==> src/rtl/clk_gate_pkg.sv <==
// Shared types and helpers for the per-port clock-gate controller.
package clk_gate_pkg;

  typedef enum logic [1:0] {
    CG_RUN   = 2'd0,
    CG_REQ   = 2'd1,
    CG_GATED = 2'd2,
    CG_WAKE  = 2'd3
  } cg_state_e;

  localparam int CG_WAKE_CYC_DEF = 4;

  // Output decode per state, packed as {clk_en, gate_req, clk_rdy}.
  function automatic logic [2:0] cg_outputs(cg_state_e s);
    case (s)
      CG_RUN:   return 3'b101;
      CG_REQ:   return 3'b111;
      CG_GATED: return 3'b010;
      default:  return 3'b100;
    endcase
  endfunction

endpackage

==> src/rtl/clk_gate_chan.sv <==
// One port's gate FSM with a counter shared between idle detection and wake settling.
module clk_gate_chan
  import clk_gate_pkg::*;
#(
  parameter int CNT_W    = 8,
  parameter int WAKE_CYC = CG_WAKE_CYC_DEF
) (
  input  logic             clk,
  input  logic             rst,
  input  logic             gate_allow,
  input  logic [CNT_W-1:0] idle_thresh,
  input  logic             busy,
  input  logic             wake_req,
  input  logic             force_on,
  input  logic             gate_ack,
  output logic             clk_en,
  output logic             gate_req,
  output logic             clk_rdy,
  output cg_state_e        state
);

  localparam int WAKE_W = $clog2(WAKE_CYC + 1);
  localparam int CW     = (CNT_W > WAKE_W) ? CNT_W : WAKE_W;
  localparam logic [CW-1:0] WAKE_LAST = CW'(WAKE_CYC - 1);

  cg_state_e     state_reg, state_next;
  logic [CW-1:0] cnt_reg, cnt_next;
  logic [CW:0]   cnt_inc;
  logic [CW:0]   thresh_ext;
  logic          idle;
  logic          reach;

  assign idle       = !busy && gate_allow && !force_on && (idle_thresh != '0);
  assign cnt_inc    = {1'b0, cnt_reg} + (CW+1)'(1);
  assign thresh_ext = (CW+1)'(idle_thresh);
  // >= so that lowering the threshold mid-count fires on the next idle cycle
  assign reach      = cnt_inc >= thresh_ext;

  always_comb begin
    state_next = state_reg;
    cnt_next   = cnt_reg;
    case (state_reg)
      CG_RUN: begin
        if (!idle) begin
          cnt_next = '0;
        end else if (reach) begin
          state_next = CG_REQ;
          cnt_next   = '0;
        end else if (!(&cnt_reg)) begin
          cnt_next = cnt_inc[CW-1:0];
        end
      end
      CG_REQ: begin
        if (!idle) begin
          state_next = CG_RUN;
          cnt_next   = '0;
        end else if (gate_ack) begin
          state_next = CG_GATED;
        end
      end
      CG_GATED: begin
        if (wake_req || force_on || !gate_allow) begin
          state_next = CG_WAKE;
          cnt_next   = '0;
        end
      end
      default: begin
        if (cnt_reg == WAKE_LAST) begin
          state_next = CG_RUN;
          cnt_next   = '0;
        end else begin
          cnt_next = cnt_inc[CW-1:0];
        end
      end
    endcase
  end

  // Outputs are registered from the next state so clk_en is a pure flop output.
  always_ff @(posedge clk or posedge rst) begin
    if (rst) begin
      state_reg <= CG_RUN;
      cnt_reg   <= '0;
      clk_en    <= 1'b1;
      gate_req  <= 1'b0;
      clk_rdy   <= 1'b1;
    end else begin
      state_reg                     <= state_next;
      cnt_reg                       <= cnt_next;
      {clk_en, gate_req, clk_rdy}   <= cg_outputs(state_next);
    end
  end

  assign state = state_reg;

endmodule

==> src/rtl/clk_gate_ctrl.sv <==
// Per-port clock-gate enable controller: one independent channel per gated clock port.
module clk_gate_ctrl
  import clk_gate_pkg::*;
#(
  parameter int NUM_PORTS = 8,
  parameter int CNT_W     = 8,
  parameter int WAKE_CYC  = CG_WAKE_CYC_DEF
) (
  input  logic                   clk,
  input  logic                   rst,
  input  logic                   gate_allow,
  input  logic [CNT_W-1:0]       idle_thresh,
  input  logic [NUM_PORTS-1:0]   busy,
  input  logic [NUM_PORTS-1:0]   wake_req,
  input  logic [NUM_PORTS-1:0]   force_on,
  input  logic [NUM_PORTS-1:0]   gate_ack,
  output logic [NUM_PORTS-1:0]   clk_en,
  output logic [NUM_PORTS-1:0]   gate_req,
  output logic [NUM_PORTS-1:0]   clk_rdy,
  output logic [2*NUM_PORTS-1:0] state
);

  cg_state_e chan_state [NUM_PORTS];

  generate
    for (genvar gi = 0; gi < NUM_PORTS; gi++) begin : g_chan
      clk_gate_chan #(
        .CNT_W    (CNT_W),
        .WAKE_CYC (WAKE_CYC)
      ) u_chan (
        .clk         (clk),
        .rst         (rst),
        .gate_allow  (gate_allow),
        .idle_thresh (idle_thresh),
        .busy        (busy[gi]),
        .wake_req    (wake_req[gi]),
        .force_on    (force_on[gi]),
        .gate_ack    (gate_ack[gi]),
        .clk_en      (clk_en[gi]),
        .gate_req    (gate_req[gi]),
        .clk_rdy     (clk_rdy[gi]),
        .state       (chan_state[gi])
      );
      assign state[2*gi +: 2] = chan_state[gi];
    end
  endgenerate

endmodule

==> config.mk <==
export PLATFORM = sky130hd
export DESIGN_NAME = clk_gate_ctrl
export DESIGN_NICKNAME = d
export VERILOG_FILES = /design/src/rtl/clk_gate_pkg.sv /design/src/rtl/clk_gate_chan.sv /design/src/rtl/clk_gate_ctrl.sv
export SDC_FILE = /design/constraint.sdc
export NUM_CORES = 1
export LEC_CHECK = 0
export BUFFER_PORTS_ARGS = -buffer_cell sky130_fd_sc_hd__buf_2
export CORE_ASPECT_RATIO = 1.75
export CORE_MARGIN = 5
export CORE_UTILIZATION = 54
export CTS_CLUSTER_SIZE = 25
export DETAILED_ROUTE_END_ITERATION = 16
export GPL_TIMING_DRIVEN = 0
export HOLD_SLACK_MARGIN = 0.05
export PLACE_DENSITY_LB_ADDON = 0.1
export SLEW_MARGIN = 20
export SYNTH_ARGS = -nofsm -noshare
export SYNTH_HDL_FRONTEND = slang
export SYNTH_SLANG_ARGS = --single-unit
==> constraint.sdc <==
create_clock -name clk -period 2.95 [get_ports clk]
set_input_delay 0.295 -clock clk [delete_from_list [all_inputs] [get_ports clk]]
set_output_delay 0.295 -clock clk [all_outputs]
set_load 0.005 [all_outputs]
==> metrics.md <==
| Metric | Value |
|---|---|
| Routed wirelength normalized by instance count | `17.62 microns` |
| Final worst-path setup slack | `-0.02184 ns` |
| Cell-by-cell listing of the critical path | `and3_1 > nand3_4 > xnor2_2 > ha_1 > and3_4 > a221o_1 > a31oi_1 > nand2_1 > a221oi_2 > a31oi_1 > ha_2` |
| Worst-path maximum fanout | `5` |
| Total of buffers placed on input and output ports | `82` |
| Avg Cell Area, Syn | `between 9 and 10 sq um` |
| Most numerous cell types in the synthesized netlist | `sky130_fd_sc_hd__nand2_1, sky130_fd_sc_hd__dfrtp_1, sky130_fd_sc_hd__ha_1` |
| Buffer cell driving the clock tree root | `sky130_fd_sc_hd__clkbuf_16` |
| Power density normalized to cell area | `about 510 nW/um^2` |
| Number of levels in the clock H-tree | `3` |
| Final estimated routing congestion in global placement | `about 0.9` |
| Transition time of the tightest slew-check pin | `around 1 ns` |
| Outcome | `finished with violations` |
| # IOs | `slightly above 80` |
| Most frequent CP cell | `sky130_fd_sc_hd__a31oi_1` |
| Final Setup Violations | `1` |
| Leading cell types by total area after synthesis | `sky130_fd_sc_hd__dfrtp_1, sky130_fd_sc_hd__ha_1, sky130_fd_sc_hd__dfstp_2` |
| Fraction of layout cells with a size suffix above 1 | `0.2783` |
| Global-route wire length before repair | `between 30 and 40 mm` |
| Min-delay worst type | `input port to flip-flop` |
| Overall Power | `0.004409 W` |
| Fillers | `1074` |
| Cts bufs inserted | `9` |
| Class of the most critical setup path | `flip-flop to flip-flop` |
| Hold WS | `roughly 0.18 ns` |
| Post-synthesis register bit count | `approximately 100` |
| Total Die Area | `around 16000 sq um` |
| Slowest cell on the critical path | `sky130_fd_sc_hd__dfrtp_1` |
| Origin of the worst min-delay path | `gate_ack[3]` |
| Clock latency of the later-clocked register in the worst-skew pair | `0.35 ns` |
| Number of flip-flops under the largest register name | `64` |
| Unrepaired setup endpoints after global routing | `true` |
| Most used DFF post-synth | `sky130_fd_sc_hd__dfrtp_1` |
| Cell row count | `55` |
| Height of the die | `around 160 microns` |
| Cell accounting for the most synthesized area | `sky130_fd_sc_hd__dfrtp_1` |
| Area of the mapped netlist | `roughly 7100 sq um` |
| Syn_nets | `between 900 and 1000` |
| Period utilization | `1.007` |
| Critical path capture point type | `flip-flop` |
| Worst path max stage delay | `0.47 ns` |
| Reg2reg start | `g_chan[1].u_chan.cnt_reg[5]$_DFFE_PP0P_` |
| Max cap viols | `0` |
| Detailed-routing iteration count for the pre-antenna-repair pass | `6` |
| Final WL | `roughly 19 mm` |
| Source of the critical timing path | `g_chan[1].u_chan.cnt_reg[5]$_DFFE_PP0P_` |
| Iteration-0 DRC count of the detailed router | `358` |
| Post-Syn Instances | `between 700 and 800` |
| Placeable core area | `about 13000 sq um` |
| Drc violations | `0` |
| Kind of start point of the critical path | `flip-flop` |
| Largest net degree at the start of global routing | `33` |
| Violations in the final reports | `setup timing` |
| Part of the Yosys area used for sequential elements | `0.3668` |
| Post-synth EDFFs | `0` |
| Via count of the first global-routing pass | `~6600` |
| Layout area overhead | `21.82%` |
| Number of antenna violations at the first check in global routing | `0` |
| Clock period minus final worst setup slack | `~3.0 ns` |
| Clock-pin slew on the worst setup and hold paths | `roughly 0.070 ns` |
| HPWL Detailed | `between 10 and 15 mm` |
| Arrival time worst endpoint | `approximately 3.3 ns` |
| Count of antenna diodes in the layout | `0` |
| Cell with the most instances after synthesis | `sky130_fd_sc_hd__nand2_1` |
| Hold violation count in the final report | `0` |
| CTS Sinks | `104` |
| Total GRT Usage | `0.2425` |
| Synth cell types | `slightly below 60` |
| Leak | `between 4 and 5 nW` |
| Synthesis warning total | `0` |
| Final Max Tran Viols | `0` |
| Fraction of synthesis flops using an asynchronous set or reset pin | `1.000` |
| Die Wd | `96.98 microns` |
| Worst slew margin relative to its limit | `0.3255` |
| Overall overflow remaining after global route | `0` |
| Top cell family by delay on the critical path | `compound AO/OA/AOI/OAI gates` |
| Number of routed nets with antenna violations | `0` |
| Clock tree from TritonCTS | `built` |
| Cell count after placement | `~1000` |
| Number of non-filler instances in the completed layout | `1080` |
| Via count of the routed design | `between 6000 and 7000` |
| Final nets | `between 1000 and 1500` |
| Layout Skew | `approximately 0.0075 ns` |
| Max frequency | `0.3365 GHz` |
| Buffer depth of the longest clock path | `2` |
| Share of Yosys cell area claimed by the top area cell type | `0.3080` |
| Starting density of the core | `0.5526` |
| Required arrival time at the worst endpoint | `around 3.2 ns` |
| Largest vdd supply drop | `between 0.0004 and 0.0005 V` |
| Number of buffers and inverters on the critical path | `0` |
| Ratio of routed vias to standard cells | `around 6.0` |
-- repair_timing --
| item | in CTS | in global routing |
|---|---|---|
| endpoints found under the setup margin | 28 | 35 |
| hold buffers | 1 | 0 |
| pin swaps | 20 | 19 |
| buffers inserted | 18 | 12 |
| hold endpoints to repair | 14 | 0 |
| resized for setup | 31 | 39 |
-- layout by cell type (no fill, tap or decap), types with 15 or more instances in the layout --
master,n
sky130_fd_sc_hd__dfrtp_1,80
sky130_fd_sc_hd__a31oi_1,20
sky130_fd_sc_hd__nor2_1,34
sky130_fd_sc_hd__xnor2_1,15
sky130_fd_sc_hd__a21oi_1,43
sky130_fd_sc_hd__nand2b_1,27
sky130_fd_sc_hd__dfstp_2,16
sky130_fd_sc_hd__buf_2,83
sky130_fd_sc_hd__nand2_1,90
sky130_fd_sc_hd__a21o_1,26
sky130_fd_sc_hd__ha_1,72
sky130_fd_sc_hd__nand3_1,33
sky130_fd_sc_hd__a22o_1,18
sky130_fd_sc_hd__buf_4,53
sky130_fd_sc_hd__inv_1,35
sky130_fd_sc_hd__o21ai_0,24
-- stage by stage --
stage / instance area, sq um / util / worst slack [ns] / setup TNS, ns
after floorplan: 7157 / - / 0.03830 / 0
after global placement: 7781 / 0.6015 / -0.2681 / -2.014
after detailed placement: 7841 / 0.6061 / -0.2746 / -3.801
final: 8710 / 0.6732 / -0.02184 / -0.02184
after CTS: 8431 / 0.6516 / 0.004559 / 0
after global routing: 8710 / 0.6732 / -0.1044 / -0.3646
-- layout make-up --
class,count,area (sq um),share of cell area
well taps,171,214.0,0.02457
multi-input cells,604,4499,0.5166
repair buffers,116,713.2,0.08188
inverters,36,138.9,0.01595
clock buffers,13,250.2,0.02873
plain buffers,33,219.0,0.02514
flip-flops and latches,104,2633,0.3023
clock inverters,3,42.54,0.004884
-- where the power goes --
part	internal, W	switching (W)	leakage, nW	total (W)
Combinational	0.000630	0.000728	2.94	0.00136
Sequential	0.00165	0.000199	1.35	0.00185
Clock	0.000682	0.000520	0.140	0.00120
Total	0.00296	0.00145	4.43	0.00441
-- cell families after synthesis --
group	share of synthesized area
AND/OR/NAND/NOR	0.2179
AO/OA/AOI/OAI	0.1745
flip-flops	0.3668
adder cells (fa/ha/maj)	0.1400
buffers and inverters	0.05005
XOR/XNOR	0.04043
multiplexers	0.01033
-- per-layer routing --
metal | vias to the layer above | global-route usage | wire length [microns]
met5 | - | 0 | 0
met2 | 192 | 0.4472 | 10190
met1 | 3146 | 0.2754 | 7285
met3 | 55 | 0.03868 | 883
met4 | 0 | 0.1016 | 672
li1 | 3088 | - | -
-- path summary, 6_finish.rpt --
path	end	slack [ns]	cells past startpoint
min in group asynchronous	g_chan[2].u_chan.cnt_reg[6]$_DFFE_PP0P_	0.49	3
max in group asynchronous	g_chan[7].u_chan.clk_rdy$_DFF_PP1_	1.66	5
worst max-delay path	g_chan[1].u_chan.gate_req$_DFF_PP0_	-0.02	11
worst min-delay path	g_chan[3].u_chan.clk_en$_DFF_PP1_	0.18	2
worst min register to register	g_chan[2].u_chan.cnt_reg[2]$_DFFE_PP0P_	0.55	1
worst max register to register	g_chan[1].u_chan.gate_req$_DFF_PP0_	-0.02	11
No activity file was read; power rests on OpenSTA's default activity.
